**config.mk**
```make
export PLATFORM = sky130hd
export DESIGN_NAME = alu_serial_ctrl
export DESIGN_NICKNAME = d
export VERILOG_FILES = /design/src/rtl/alu_serial_ctrl.sv
export SDC_FILE = /design/constraint.sdc
export NUM_CORES = 1
export LEC_CHECK = 0
export CAP_MARGIN = 10
export CORE_ASPECT_RATIO = 1.5
export CORE_MARGIN = 1.5
export CORE_UTILIZATION = 54
export CTS_BUF_LIST = sky130_fd_sc_hd__clkbuf_16
export DETAILED_ROUTE_END_ITERATION = 16
export PLACE_DENSITY = 0.86
export REMOVE_ABC_BUFFERS = 1
export SYNTH_ARGS = -nofsm -noshare
export SYNTH_HDL_FRONTEND = slang
export SYNTH_SLANG_ARGS = --single-unit
```
**constraint.sdc**
```tcl
create_clock -name Clock -period 5.5 [get_ports Clock]
set_input_delay 1.1 -clock Clock [delete_from_list [all_inputs] [get_ports Clock]]
set_output_delay 1.1 -clock Clock [all_outputs]
set_load 0.02 [all_outputs]
```
**src/rtl/alu_serial_ctrl.sv**
```systemverilog
// alu_serial_ctrl: bit-serial ALU sequencer. Drives an external 1-bit ALU
// slice LSB-first for WIDTH cycles and assembles the result and status flags.
module alu_serial_ctrl #(
    parameter int WIDTH = 24
) (
    input  logic             Clock,
    input  logic             Reset,
    input  logic             start,
    input  logic [2:0]       op,
    input  logic [WIDTH-1:0] a_in,
    input  logic [WIDTH-1:0] b_in,
    output logic             slice_a,
    output logic             slice_b,
    output logic             slice_cin,
    output logic             slice_binvert,
    output logic [1:0]       slice_op,
    input  logic             slice_result,
    input  logic             slice_cout,
    output logic             busy,
    output logic             done,
    output logic [WIDTH-1:0] result,
    output logic             carry_out,
    output logic             overflow,
    output logic             zero,
    output logic             err
);

    localparam int CW = (WIDTH > 1) ? $clog2(WIDTH) : 1;

    localparam logic [2:0] OP_AND = 3'b000;
    localparam logic [2:0] OP_OR  = 3'b001;
    localparam logic [2:0] OP_ADD = 3'b010;
    localparam logic [2:0] OP_SUB = 3'b011;
    localparam logic [2:0] OP_XOR = 3'b100;

    localparam logic [1:0] SOP_AND = 2'b00;
    localparam logic [1:0] SOP_OR  = 2'b01;
    localparam logic [1:0] SOP_ADD = 2'b10;
    localparam logic [1:0] SOP_XOR = 2'b11;

    typedef enum logic [1:0] {IDLE, RUN, DONE} state_t;

    // Operation decoded once at accept so later op changes cannot leak in.
    typedef struct packed {
        logic [1:0] sop;    // slice operation select
        logic       sub;    // invert b and seed carry with 1
        logic       arith;  // ADD or SUB: carry/overflow are meaningful
    } opdec_t;

    state_t           state_q, state_d;
    opdec_t           dec_q, dec_in;
    logic [WIDTH-1:0] a_sh, b_sh, r_sh, r_next;
    logic [CW-1:0]    cnt;
    logic             carry;
    logic             op_valid;
    logic             last;

    assign op_valid = (op <= OP_XOR);
    assign last     = (cnt == CW'(WIDTH - 1));
    assign r_next   = {slice_result, r_sh[WIDTH-1:1]};

    assign busy   = (state_q == RUN);
    assign done   = (state_q == DONE);
    assign result = r_sh;

    // Decode the incoming op into slice controls; invalid ops decode to all-zero.
    always_comb begin
        dec_in = '0;
        case (op)
            OP_AND: dec_in.sop = SOP_AND;
            OP_OR:  dec_in.sop = SOP_OR;
            OP_ADD: begin dec_in.sop = SOP_ADD; dec_in.arith = 1'b1; end
            OP_SUB: begin dec_in.sop = SOP_ADD; dec_in.arith = 1'b1; dec_in.sub = 1'b1; end
            OP_XOR: dec_in.sop = SOP_XOR;
            default: dec_in = '0;
        endcase
    end

    // State register.
    always_ff @(posedge Clock or posedge Reset) begin
        if (Reset) state_q <= IDLE;
        else       state_q <= state_d;
    end

    // Next-state: invalid ops skip RUN; DONE always lasts exactly one cycle.
    always_comb begin
        state_d = state_q;
        case (state_q)
            IDLE: if (start) state_d = op_valid ? RUN : DONE;
            RUN:  if (last)  state_d = DONE;
            DONE: state_d = IDLE;
            default: state_d = IDLE;
        endcase
    end

    // Slice drive: only active in RUN so the slice sees quiet zeros otherwise.
    always_comb begin
        slice_a       = 1'b0;
        slice_b       = 1'b0;
        slice_cin     = 1'b0;
        slice_binvert = 1'b0;
        slice_op      = 2'b00;
        if (state_q == RUN) begin
            slice_a       = a_sh[0];
            slice_b       = b_sh[0];
            slice_cin     = carry;
            slice_binvert = dec_q.sub;
            slice_op      = dec_q.sop;
        end
    end

    // Datapath: latch on accept, shift one bit per RUN edge, capture flags on the last bit.
    always_ff @(posedge Clock or posedge Reset) begin
        if (Reset) begin
            a_sh      <= '0;
            b_sh      <= '0;
            r_sh      <= '0;
            cnt       <= '0;
            carry     <= 1'b0;
            dec_q     <= '0;
            carry_out <= 1'b0;
            overflow  <= 1'b0;
            zero      <= 1'b0;
            err       <= 1'b0;
        end else begin
            case (state_q)
                IDLE: begin
                    if (start) begin
                        a_sh      <= a_in;
                        b_sh      <= b_in;
                        r_sh      <= '0;
                        cnt       <= '0;
                        carry     <= (op == OP_SUB);
                        dec_q     <= dec_in;
                        carry_out <= 1'b0;
                        overflow  <= 1'b0;
                        zero      <= 1'b0;
                        err       <= ~op_valid;
                    end
                end
                RUN: begin
                    r_sh  <= r_next;
                    a_sh  <= a_sh >> 1;
                    b_sh  <= b_sh >> 1;
                    carry <= slice_cout;
                    cnt   <= cnt + CW'(1);
                    if (last) begin
                        // carry still holds the carry into the MSB on this edge
                        carry_out <= dec_q.arith & slice_cout;
                        overflow  <= dec_q.arith & (carry ^ slice_cout);
                        zero      <= (r_next == '0);
                    end
                end
                default: ;
            endcase
        end
    end

endmodule
```
### Word level (Yosys, flattened, before mapping)

Index checks and enable logic that the tools add are counted.

| operators by class | value |
|---|---|
| add/sub/neg operators | 1 |
| order comparisons | 1 |
| eq/ne operators | 9 |
| mux-type cells | 29 |
| bitwise operators | 4 |
| reductions and logical operators | 8 |

Operators with widths:

| cell | count |
|---|---|
| 24-bit one-hot mux with 2 select lines | 3 |
| 24-bit two-way mux | 3 |
| 24-bit logical NOT | 1 |
| 1-bit two-way mux | 11 |
| 5-bit one-hot mux with 2 select lines | 1 |
| 2-bit two-way mux | 4 |
| 1-bit one-hot mux with 2 select lines | 4 |
| 3-bit by 2-bit equality test with 1-bit output, second input constant | 2 |
| 2-bit one-hot mux with 3 select lines | 1 |
| 2-bit AND reduction | 3 |
| 5-bit by 1-bit adder with 5-bit output, second input constant | 1 |
| 5-bit equality test, second input constant | 1 |
| 5-bit two-way mux | 1 |
| 2-bit one-hot mux with 2 select lines | 1 |
| 3-bit by 1-bit equality test with 1-bit output, second input constant | 1 |
| 3-bit equality test, second input constant | 1 |
| 3-bit <= comparator, second input constant | 1 |
| 3-bit AND reduction | 1 |
| 1-bit bitwise AND | 2 |
| 2-bit by 1-bit equality test with 1-bit output, second input constant | 1 |
| 2-bit equality test, second input constant | 1 |
| 2-bit logical NOT | 1 |
| 2-bit by 1-bit inequality test with 1-bit output, second input constant | 1 |
| 2-bit inequality test, second input constant | 1 |
| other kinds (4) | 4 |

| storage, ports and cells | value |
|---|---|
| register bits | 88 |
| bits of input ports | 56 |
| output and inout bits | 36 |
| logic and storage cells | 65 |

### Depth between registers and ports, before layout

Gate-level depths: netlist of the first run.

| logic depth | value |
|---|---|
| word-level depth | 4 |
| mapped depth | 7 |
| depth with buffers taken out | 4 |

### Least setup slack after synthesis of the first run

OpenSTA, ideal clock, no wires.

| timing path | value |
|---|---|
| path type | register to output |
| from | reg state_q[1] |
| to | out slice_binvert |
| arrival | 1.226 ns |
| required time | 4.400 ns |
| setup slack | 3.174 ns |
| cell stages (with the launch flop) | 6 |
| path buffers | 2 |
| path through | dfrtp_1 -> nand2b_1 -> buf_4 -> inv_2 -> clkbuf_1 -> and2_1 |

| between the ends | value |
|---|---|
| longest elaborated chain between the ends | 2 |

Ends and longest elaborated chain:

| element | RTL line | RTL |
|---|---|---|
| from (decl) | 50 | `state_t state_q, state_d;` |
| from (signal assigned) | 82 | `else state_q <= state_d;` |
| 2-bit by 1-bit equality test with 1-bit output | 103 | `if (state_q == RUN) begin` |
| 1-bit two-way mux | 103 |  |
| to (decl) | 15 | `output logic slice_binvert,` |

No other way between the ends.

### Final worst setup path of the first run

| timing path | value |
|---|---|
| from | reg state_q[1] |
| to | out slice_a |

| between the ends | value |
|---|---|
| longest elaborated chain between the ends | 2 |

Ends and longest elaborated chain:

| element | RTL line | RTL |
|---|---|---|
| 2-bit by 1-bit equality test with 1-bit output | 103 |  |
| 1-bit two-way mux | 103 |  |
| to (decl) | 12 | `output logic slice_a,` |

No other way between the ends.

==> results.sh, run 1 <==
export IMPL_dieArea_um2=7810
export IMPL_insertion_delay_ps=330
export IMPL_grt_max_degree=126
export IMPL_cp_slowest_stage_delay_ps=600
export IMPL_grt_pass1_vias=3242
export IMPL_ys_warn_count=0
export IMPL_instances_no_fill=612
export IMPL_syn_instance_count=455
export IMPL_synth_yosys_seq_area_share_pct=56.0
export IMPL_cts_max_path_buffers=2
export IMPL_holdCritPathClass="register to register"
export IMPL_fin_nets=586
export IMPL_syn_area_um2=3930
export IMPL_holdPathEnd="dec_q[1]$_DFFE_PP0P_"
export IMPL_cts_resized=0
export IMPL_status="completed"
export IMPL_clock_sink_count=88
export IMPL_hold_violations=0
export IMPL_reg2reg_slack_ps=3350
export IMPL_timing_rr_end="carry_out$_DFFE_PP0P_"
export IMPL_die_height_um=108
export IMPL_grt_usage_pct=23.9
export IMPL_cp_cell_sequence="nand2b_4, inv_2, and2_1, clkdlybuf4s50_1"
export IMPL_powerDensity_nw_per_um2=577
export IMPL_maxCapViolCount=0
export IMPL_ys_seq_elements=88
export IMPL_setup_violations=0
export IMPL_crit_fanout=39
export IMPL_place_ws_ps=2100
export IMPL_place_congestion=0.808
export IMPL_cp_arrival_ps=2240
export IMPL_slew_viol_final=0
export IMPL_ctsHoldBuffers=0
export IMPL_endpoint_kind="output pin"
export IMPL_slew_headroom_pct=24.6
export IMPL_multi_input_area_um2=1570
export IMPL_grt_ovfl_total=0
export IMPL_regArea_um2=2200
export IMPL_holdPathStages=1
export IMPL_tritoncts="yes"
export IMPL_diodes=0
export IMPL_drive_above_1_share_pct=4.68
export IMPL_worstReg2RegStart="state_q[1]$_DFFE_PP0P_"
export IMPL_worst_slack_ps=2160
export IMPL_synth_distinct_cells=36
export IMPL_drc=0
export IMPL_cts_root_buffer="clkbuf_16"
export IMPL_dp_cells=595
export IMPL_power_mw=2.96
export IMPL_yosys_area_top_type="dfrtp_1"
export IMPL_dp_hpwl_mm=5.63
export IMPL_fmax_mhz=300
export IMPL_area_growth_syn_to_layout_pct=30.6
export IMPL_finalCritPeriodShare_pct=60.7
export IMPL_syn_area_per_cell_um2=8.64
export IMPL_ir_drop_mv=0.444
export IMPL_fp_coreArea_um2=6940
export IMPL_antenna_found_initial=0
export IMPL_num_io_pins=92
export IMPL_critPathKind="register to output pin"
export IMPL_fillers=524
export IMPL_numPortBuffers=91
export IMPL_dr_pass1_iters=4
export IMPL_cp_required_ps=4400
export IMPL_fp_dieW_um=72.7
export IMPL_startpoint_type="register"
export IMPL_skew_ps=6.02
export IMPL_fin_tns_setup_ps=0
export IMPL_ant_nets=0
export IMPL_cts_made_buffers=9
export IMPL_cts_setup_buffers=0
export IMPL_grt_pass1_wl_mm=14.7
export IMPL_routedWlPerCell_um=14.3
export IMPL_rows=37
export IMPL_slowest_stage="clkdlybuf4s50_1"
export IMPL_min_from="dec_q[1]$_DFFE_PP0P_"
export IMPL_h_tree_depth=3
export IMPL_vias=3473
export IMPL_via_per_inst=5.67
export IMPL_yosysTopAreaCellShare_pct=56.0
export IMPL_yosys_top_cells_area="dfrtp_1, nand2_1, a31oi_1"
export IMPL_first_iter_violations=318
export IMPL_drt_total_wl_mm=8.73
export IMPL_power_leakage_nw=2.34
export IMPL_clk_pin_slew_ps=70
export IMPL_worst_pin_slew_ps=1130
export IMPL_rsz0062_at_grt="no"
export IMPL_initial_core_util_pct=56.6
export IMPL_r2r_cells=4
export IMPL_post_route_min_period_ps=3340
-- flip-flops by register name, indices dropped and copies added (netlist names) --
register	flops
cnt	5
result	24
overflow	1
zero	1
state_q	2
carry_out	1
a_sh	24
b_sh	24
dec_q	4
err	1
carry	1
-- cell type report --
class / count / area share [%]
Sequential cell: 88 / 42.9
Clock inverter: 7 / 1.41
Timing Repair Buffer: 95 / 18.5
Inverter: 5 / 0.390
Clock buffer: 9 / 4.39
Multi-Input combinational cell: 330 / 30.6
Tap cell: 78 / 1.90
-- cell usage after synthesis, drive strengths merged --
master,n
a21o,1
a21oi,3
a221o,1
a31oi,46
and2,6
and3,1
and4b,1
buf,21
clkbuf,11
dfrtp,88
ha,1
inv,5
mux2i,1
nand2,158
nand2b,1
nand3,30
nand4,1
nand4b,1
nor2,49
nor2b,2
nor3b,1
nor4,6
o2111ai,2
o211ai,1
o21a,1
o21ai,7
o21bai,1
o22ai,1
o31ai,2
or3b,1
xnor2,1
xor2,3
-- placed cells by master (no fill, tap or decap), drive strengths merged, types with 3 or more instances in the layout --
cell type      count
xor2               3
clkinvlp           4
nor4               6
and2               6
nor2              49
a21oi              3
buf                4
clkdlybuf4s50     91
clkbuf             9
nand3             30
inv                6
dfrtp             88
a31oi             46
nand2            158
o21ai              7
-- critical path, delay by kind of cell, from the launching register on --
kind	cells	cell delay (ps)
buffers and inverters	2	1060
flip-flops	1	440
AND/OR/NAND/NOR	2	400
-- stage by stage --
stage	area (um2)	hold slack [ps]	utilization, %
finish	5130	468	73.9
global route	5130	484	73.9
CTS	5120	473	73.7
detailed placement	4820	458	69.4
global placement	4820	454	69.4
floorplan	3770	441	-
-- cells by family after synthesis --
group           synth area share (%)
buf+inv                         4.49
xor+xnor                       0.891
compound gates                  10.7
flops                           56.0
simple gates                    27.3
mux                            0.255
fa+ha+maj                      0.318
-- how the worst max path moves through the flow --
stage / from / end / depth (start not counted)
after floorplan: state_q[1]$_DFFE_PP0P_ / slice_a / 3
after global placement: start / a_sh[17]$_DFFE_PP0P_ / 5
after detailed placement: start / a_sh[6]$_DFFE_PP0P_ / 5
after CTS: state_q[1]$_DFFE_PP0P_ / slice_a / 4
after global routing: state_q[1]$_DFFE_PP0P_ / slice_a / 4
final: state_q[1]$_DFFE_PP0P_ / slice_a / 4
-- where the power goes --
part	switching, mW	total (mW)	internal [mW]
logic	0.740	1.23	0.495
registers	0.196	1.13	0.932
clock network	0.250	0.601	0.352
-- routing by layer --
| metal | GRT usage, % | vias to the layer above | part of all wire, % | wire length (um) |
|---|---|---|---|---|
| met3 | 3.75 | 16 | 4.3 | 373 |
| met4 | 8.89 | 0 | 2.1 | 182 |
| met5 | 0 | - | 0 | 0 |
| met2 | 40.0 | 108 | 53 | 4610 |
| met1 | 30.9 | 1683 | 41 | 3560 |
| li1 | - | 1666 | - | - |
No activity file was read; power rests on OpenSTA's default activity.
==> inputs of run 2 (changes only) <==
--- a/config.mk
+++ b/config.mk
@@ -8,10 +8,10 @@
 export CAP_MARGIN = 10
 export CORE_ASPECT_RATIO = 1.5
 export CORE_MARGIN = 1.5
-export CORE_UTILIZATION = 54
+export CORE_UTILIZATION = 45
 export CTS_BUF_LIST = sky130_fd_sc_hd__clkbuf_16
 export DETAILED_ROUTE_END_ITERATION = 16
-export PLACE_DENSITY = 0.86
+export PLACE_DENSITY = 0.76
 export REMOVE_ABC_BUFFERS = 1
 export SYNTH_ARGS = -nofsm -noshare
 export SYNTH_HDL_FRONTEND = slang
==> constraint.sdc (replaced) <==
create_clock -name Clock -period 2.9 [get_ports Clock]
set_input_delay 0.58 -clock Clock [delete_from_list [all_inputs] [get_ports Clock]]
set_output_delay 0.58 -clock Clock [all_outputs]
set_load 0.02 [all_outputs]
==> run 2 against run 1 <==
Against the previous run: clock skew decreased by 2.5 ps; non-clock buffer count unchanged; utilization decreased by 12 points; sequential share of layout area decreased by 1.1 points; routed wire length increased by 0.26%.
==> results.sh, run 2 (synthesis gave the netlist of run 1 again) <==
export IMPL_rows=41
export IMPL_h_tree_depth=3
export IMPL_powerDensity_nw_per_um2=1120
export IMPL_critPathKind="register to output pin"
export IMPL_power_mw=5.93
export IMPL_routedWlPerCell_um=13.6
export IMPL_grt_max_degree=126
export IMPL_sw_frac_of_total_pct=37.2
export IMPL_antenna_found_initial=0
export IMPL_grt_pass1_wl_mm=15.0
export IMPL_hold_ws_ps=486
export IMPL_internal_power_mw=3.73
export IMPL_post_route_min_period_ps=2490
export IMPL_fp_dieW_um=79.3
export IMPL_grt_usage_pct=20.5
export IMPL_first_iter_violations=288
export IMPL_setup_violations=0
export IMPL_grt_ovfl_total=0
export IMPL_p_seq_share_pct=36.1
export IMPL_ir_drop_mv=1.08
export IMPL_drt_total_wl_mm=8.75
export IMPL_clock_sink_count=88
export IMPL_num_io_pins=92
export IMPL_via_per_inst=5.36
export IMPL_cts_made_buffers=9
export IMPL_place_congestion=0.778
export IMPL_cp_arrival_ps=1910
export IMPL_dieArea_um2=9320
export IMPL_startpoint_type="register"
export IMPL_drc=0
export IMPL_fp_coreArea_um2=8460
export IMPL_skew_ps=3.48
export IMPL_diodes=0
export IMPL_hold_violations=0
export IMPL_crit_fanout=15
export IMPL_holdCritPathClass="register to register"
export IMPL_cts_resized=0
export IMPL_p_sw_mw=2.20
export IMPL_most_common_layout_cells="nand2_1, clkdlybuf4s50_1, dfrtp_1"
export IMPL_rsz0062_at_grt="no"
export IMPL_cts_max_path_buffers=2
export IMPL_maxCapViolCount=0
export IMPL_power_leakage_nw=2.40
export IMPL_area_growth_syn_to_layout_pct=34.2
export IMPL_clk_pin_slew_ps=60
export IMPL_die_height_um=117
export IMPL_slew_viol_final=0
export IMPL_finalCritPeriodShare_pct=85.9
export IMPL_tritoncts="yes"
export IMPL_endpoint_kind="output pin"
export IMPL_drive_above_1_share_pct=4.68
export IMPL_post_dp_cell_area_um2=4890
export IMPL_cts_setup_buffers=0
export IMPL_p_comb_share_pct=38.9
export IMPL_status="completed"
export IMPL_dp_hpwl_mm=5.48
export IMPL_numPortBuffers=91
export IMPL_cts_root_buffer="clkbuf_16"
export IMPL_fillers=735
export IMPL_ant_nets=0
export IMPL_finalInstanceArea_um2=5280
export IMPL_grt_pass1_vias=3268
export IMPL_ctsHoldBuffers=0
export IMPL_fmax_mhz=401
export IMPL_fin_nets=586
export IMPL_insertion_delay_ps=340
export IMPL_cp_required_ps=2320
export IMPL_slew_headroom_pct=24.1
export IMPL_worst_pin_slew_ps=1140
export IMPL_dr_pass1_iters=5
export IMPL_p_clk_share_pct=25.0
export IMPL_vias=3435
export IMPL_final_common_cell="nand2_1"
export IMPL_initial_core_util_pct=46.4
-- run 2: changes by cell type in the layout (fill, tap and decap cells not counted), sizes merged --
cell,previous run,this run
clkinv,1,2
bufinv,1,5
clkinvlp,4,0
inv,6,5
-- run 2: layout make-up --
| cell class | instances | area (um2) | area share, % |
|---|---|---|---|
| sequential | 88 | 2200 | 41.7 |
| timing repair buffer | 95 | 966 | 18.3 |
| inverter | 5 | 20.0 | 0.380 |
| tap | 107 | 134 | 2.54 |
| clock buffer | 9 | 225 | 4.27 |
| multi-input combinational | 330 | 1570 | 29.7 |
| clock inverter | 7 | 159 | 3.01 |
-- run 2: through the flow --
step                TNS [ps]  cells  util [%]  setup slack, ps
floorplan             -50790    423         -            -1680
global placement           0    625      57.8              449
detailed placement         0    625      57.8              448
CTS                        0    641      62.3              387
global route               0    641      62.3              307
finish                     0    641      62.3              408
-- run 2: power by group through the flow --
stage          combinational [mW]  sequential, mW  clock [mW]
6_report                     2.31            2.14        1.48
2_1_floorplan                1.41            2.22           0
4_1_cts                      2.34            2.14        1.50
3_3_place_gp                 2.26            2.13           0
3_5_place_dp                 2.32            2.15           0
5_1_grt                      2.58            2.21        1.55
-- run 2: worst paths after layout --
path,depth (start not counted),slack [ps],start,end
max,4,410,state_q[1]$_DFFE_PP0P_,slice_op[0]
min,2,490,dec_q[3]$_DFFE_PP0P_,dec_q[3]$_DFFE_PP0P_
max reg2reg,4,920,state_q[1]$_DFFE_PP0P_,overflow$_DFFE_PP0P_
min reg2reg,2,490,dec_q[3]$_DFFE_PP0P_,dec_q[3]$_DFFE_PP0P_
max in group asynchronous,3,1870,Reset,a_sh[2]$_DFFE_PP0P_
min in group asynchronous,3,680,Reset,b_sh[16]$_DFFE_PP0P_
-- run 2: worst max-delay path: stages (launching register included) --
cell and delay (ps):
dfrtp_1 440, nand2b_4 170, inv_2 210, and2_1 160, clkdlybuf4s50_1 600
-- run 2: layer usage --
metal,share of wire [%],vias up,track usage (%)
met3,3.5,15,4.11
met2,52,89,33.9
met4,2.5,0,9.32
met5,0,-,0
met1,42,1667,25.5
li1,-,1664,-
